--- config.mk ---
export PLATFORM = sky130hd
export DESIGN_NAME = tile_fetcher
export DESIGN_NICKNAME = d
export VERILOG_FILES = /design/src/rtl/tile_fetcher.sv
export SDC_FILE = /design/constraint.sdc
export NUM_CORES = 1
export LEC_CHECK = 0
export ABC_CLOCK_PERIOD_IN_PS = 3200
export CAP_MARGIN = 5
export CORE_UTILIZATION = 44
export CTS_CLUSTER_DIAMETER = 40
export DETAILED_ROUTE_END_ITERATION = 8
export HOLD_SLACK_MARGIN = 0.12
export PLACE_DENSITY = 0.76
export SLEW_MARGIN = 20
export SYNTH_ARGS = -nofsm -noshare
export SYNTH_HDL_FRONTEND = slang
export SYNTH_SLANG_ARGS = --single-unit
--- constraint.sdc ---
create_clock -name clk -period 3.2 [get_ports clk]
set_input_delay 0.96 -clock clk [delete_from_list [all_inputs] [get_ports clk]]
set_output_delay 0.96 -clock clk [all_outputs]
set_load 0.01 [all_outputs]
--- src/rtl/tile_fetcher.sv ---
// Avalon pipelined read master that streams a ROWS x ROW_WORDS tile into a FIFO.
// Reads are credit-limited so pending responses always fit in the FIFO.
module tile_fetcher #(
  parameter int ROW_WORDS   = 16,
  parameter int ROWS        = 32,
  parameter int FIFO_DEPTH  = 64,
  parameter int USEDW_W     = 7,
  parameter int MAX_PENDING = 8
) (
  input  logic               clk,
  input  logic               resetn,
  input  logic [15:0]        stride_in,
  input  logic [31:0]        addr_in,
  input  logic               start,
  output logic               running_out,
  output logic [31:0]        fifo_data,
  output logic               fifo_write,
  input  logic [USEDW_W-1:0] fifo_usedw,
  output logic [31:0]        master_address,
  output logic               master_read,
  input  logic [31:0]        master_read_data,
  input  logic               master_read_data_valid,
  input  logic               master_wait_request
);

  localparam int TOTAL = ROWS * ROW_WORDS;
  localparam int CW    = $clog2(TOTAL) + 1;
  localparam int PW    = $clog2(MAX_PENDING + 1);
  localparam int COLW  = $clog2(ROW_WORDS);
  localparam logic [31:0] ROW_REWIND = 32'(4 * (ROW_WORDS - 1));

  typedef enum logic [1:0] {IDLE, ISSUE, DRAIN} state_e;

  state_e          state_q, state_d;
  logic [31:0]     addr_q, addr_d;
  logic [15:0]     stride_q, stride_d;
  logic [COLW-1:0] col_q, col_d;
  logic [CW-1:0]   tx_q, tx_d;
  logic [CW-1:0]   rx_q, rx_d;
  logic [PW-1:0]   pending_q, pending_d;
  logic            hold_q, hold_d;

  logic [USEDW_W:0] inflight;
  logic             credit_ok;
  logic             accept;

  // Widened sum so usedw + pending cannot wrap before the depth compare.
  assign inflight  = {1'b0, fifo_usedw} + (USEDW_W + 1)'(pending_q);
  assign credit_ok = (pending_q < PW'(MAX_PENDING)) &&
                     (inflight < (USEDW_W + 1)'(FIFO_DEPTH));

  assign running_out    = (state_q != IDLE);
  assign master_read    = (state_q == ISSUE) && (hold_q || credit_ok);
  assign accept         = master_read && !master_wait_request;
  assign master_address = addr_q;
  assign fifo_write     = running_out && master_read_data_valid;
  assign fifo_data      = master_read_data;

  always_ff @(posedge clk or negedge resetn) begin
    if (!resetn) begin
      state_q   <= IDLE;
      addr_q    <= '0;
      stride_q  <= '0;
      col_q     <= '0;
      tx_q      <= '0;
      rx_q      <= '0;
      pending_q <= '0;
      hold_q    <= 1'b0;
    end else begin
      state_q   <= state_d;
      addr_q    <= addr_d;
      stride_q  <= stride_d;
      col_q     <= col_d;
      tx_q      <= tx_d;
      rx_q      <= rx_d;
      pending_q <= pending_d;
      hold_q    <= hold_d;
    end
  end

  always_comb begin
    state_d   = state_q;
    addr_d    = addr_q;
    stride_d  = stride_q;
    col_d     = col_q;
    tx_d      = tx_q;
    rx_d      = rx_q;
    pending_d = pending_q;
    // A request stalled by wait_request must stay up even if credit drops.
    hold_d    = master_read && master_wait_request;

    if (accept && !fifo_write) begin
      pending_d = pending_q + PW'(1);
    end else if (!accept && fifo_write) begin
      pending_d = pending_q - PW'(1);
    end

    if (fifo_write) begin
      rx_d = rx_q + CW'(1);
    end

    case (state_q)
      IDLE: begin
        if (start) begin
          addr_d    = addr_in;
          stride_d  = stride_in;
          col_d     = '0;
          tx_d      = '0;
          rx_d      = '0;
          pending_d = '0;
          hold_d    = 1'b0;
          state_d   = ISSUE;
        end
      end
      ISSUE: begin
        if (accept) begin
          tx_d  = tx_q + CW'(1);
          col_d = col_q + COLW'(1);
          if (col_q == {COLW{1'b1}}) begin
            addr_d = addr_q + {16'b0, stride_q} - ROW_REWIND;
          end else begin
            addr_d = addr_q + 32'd4;
          end
          if (tx_q == CW'(TOTAL - 1)) begin
            state_d = DRAIN;
          end
        end
      end
      default: begin
      end
    endcase

    if (fifo_write && (rx_q == CW'(TOTAL - 1))) begin
      state_d = IDLE;
    end
  end

endmodule
==> results.md <==
* Outcome: complete, no violations
* CP Cell Sequence: clkdlybuf4s50_1 > o41ai_2 > nor2b_2 > buf_2
* TritonCTS clock tree: yes
* First-pass GRT wire length at 30000 um
* Final antenna-violating net count at 0
* Proportion of layout cells with a drive suffix above 1 at 11.6%
* Post-DP HPWL at 13600 um
* CTS Buf Count at 9
* GRT Util Overall at 23.4%
* Crit Path Category: input port to output pin
* Net Count, Synth at 1018
* VDD IR max at 0.000497 V
* HP Class: register to register
* Tot Pwr at 9230 uW
* Main flop type after synthesis: dfrtp_1
* Crit-path leading delay family: buffers and inverters
* Final setup fails at 0
* Mapped cell area at 6860 sq um
* Crit path max-delay cell type: clkdlybuf4s50_1
* CP arrival at 2190 ps
* Post-synthesis sequential area ratio at 28.8%
* Worst Path Max Fanout at 2
* CTS Buffer Depth at 2
* Final Cycle Share at 98.3%
* CTS root buffer: clkbuf_16
* Core area at 15200 sq um
* Final #Nets at 1117
* Antenna Cells at 0
* Post-Synthesis Cells at 856
* Min Tclk post-route at 3150 ps
* Synth warn at 0
* Clock sink count at 79
* First-pass detailed-route iteration total at 5
* Kind of end point of the critical path: output pin
* Placed cell area at 8120 sq um
* Initial Util at 45.1%
* Yosys reg bits at 79
* DR DRC count at 0
* Initial DRC count at 446
* Die span in x at 127 um
* WL per Instance at 16.0 um
* H-Tree Depth at 3
* Worst skew pair latency at 350 ps
* Via count at 6504
* # port buffers at 94
* Largest net degree at the start of global routing at 52
* Hold buffer count at CTS at 0
* Initial antenna violation count at 0
* Post-synth EDFFs at 0
* FMAX at 0.318 GHz
* Relative slew slack at 65.3%
* Worst-Margin Slew at 521 ps
* # IOs at 159
* Hold Vio Cnt, Final at 0
* Post-route design area at 8520 sq um
* Max Cap Violations at 0
* Async set-or-reset flop fraction in the synthesized netlist at 100%
* Unique cell type count in the Yosys netlist at 67
* RSZ-0062 raised after global routing: yes
* CP required at 2240 ps
* Crit path buffers/inverters at 2
* DRT Wirelength at 18400 um
* Vias/cell at 5.67
* Power Dens Cells at 1080 nW/um^2
* Clk slew on worst S/H paths at 60 ps
* Die Ht at 127 um
* FP Rows at 45
* Most frequent cells in the layout: nand2_1 (97), clkdlybuf4s50_1 (89), dfrtp_1 (79), inv_1 (73), nor2_1 (72)
* Syn-to-layout area delta at 24.2%
* Final Max Tran Viols at 0
* Post-Syn Area per Cell at 8.01 sq um
* Routability Congestion at 0.933
* DIE AREA at 16100 sq um
* Grt ovf at 0
* Leak at 0.00389 uW
* Commonest non-fill, non-tap cell in the layout: nand2_1
* Worst setup SP type: input port
* Worst Skew at 11.1 ps
* Number of global-route vias before repair at 6082
* Worst path max stage delay at 440 ps
## area by class of cell
| class | count | area (sq um) |
|---|---|---|
| Clock buffer | 12 | 236 |
| Clock inverter | 4 | 70.1 |
| Fill cell | 1362 | 6680 |
| Inverter | 74 | 278 |
| Multi-Input combinational cell | 639 | 4320 |
| Sequential cell | 79 | 1980 |
| Tap cell | 188 | 235 |
| Timing Repair Buffer | 152 | 1400 |
## stage by stage
stage	setup WS, ps	setup TNS (ps)	cells	util [%]	hold slack [ps]
floorplan	188	0	856	-	450
global placement	-753	-8260	1130	53.4	469
detailed placement	-861	-13100	1130	53.4	477
CTS	2.71	0	1147	55.7	492
finish	54.8	0	1148	56.0	487
global route	-69.8	-141	1148	56.0	517
## flip-flops by register name, indices dropped and copies added, names as in the netlist
signal          count
tx_q               10
stride_q           16
hold_q              1
state_q             2
pending_q           4
master_address     32
rx_q               10
col_q               4
## worst paths after layout
check                                   from                  to  slack (ps)  depth (start not counted)
setup reg to reg           master_address[2]  master_address[30]         130                         13
setup / recovery               fifo_usedw[6]         master_read          50                          4
hold reg to reg                  stride_q[0]         stride_q[0]         490                          2
min in group asynchronous             resetn        pending_q[2]         590                          1
hold / removal                   stride_q[0]         stride_q[0]         490                          2
max in group asynchronous             resetn        stride_q[13]        1990                          2
## report_power, final
group / internal (uW) / switching [uW]
combinational: 2920 / 3460
clock: 682 / 426
sequential: 1360 / 377
total: 4970 / 4270
## timing repair
| item | in CTS | in global routing |
|---|---|---|
| setup endpoints to repair | 5 | 8 |
| cloned | 0 | 0 |
| buffers inserted | 1 | 1 |
| gates resized for setup | 21 | 12 |
| pin swaps | 7 | 4 |
## cell usage after synthesis, drive strengths merged, types with 5 or more instances
cell	number	area, sq um
dfrtp	79	1980
a211oi	15	113
nand3	31	168
inv	74	278
and3	15	105
o211ai	18	135
o31ai	6	45.0
clkbuf	20	76.3
nor2b	6	37.5
nor2	73	277
nand2b	8	50.1
o21bai	5	37.5
xor2	23	201
o21ai	64	320
buf	44	309
nand2	99	379
and2	6	38.8
nor3	8	40.0
and4	5	51.3
nand4	17	106
a21oi	64	324
a21o	15	113
or3	5	31.3
xnor2	37	324
ha	69	863
## routing by layer
layer	vias up	track usage, %	wire length, um
li1	3143	-	-
met1	3095	32.5	8480
met2	238	37.3	8370
met3	28	3.54	1190
met4	0	7.35	351
met5	-	0	0
## kinds of logic after synthesis
family / count (synthesis) / share of synthesized area [%]
buffers and inverters: 138 / 9.67
flip-flops: 79 / 28.8
AO/OA/AOI/OAI: 223 / 20.5
XOR/XNOR: 60 / 7.66
adder cells (fa/ha/maj): 70 / 12.9
AND/OR/NAND/NOR: 281 / 19.7
multiplexers: 5 / 0.748
## worst reg2reg max path, cell delays in order (launching register included)
cell	delay [ps]
dfrtp_1	350
inv_1	60
ha_1	330
inv_1	70
ha_1	330
a211oi_2	280
nor2_1	140
a2111oi_4	390
nor2_1	110
nand3_1	110
a21oi_1	90
or3_1	330
a21oi_2	190
o221ai_1	150
Power figures use the tool's default switching activity.
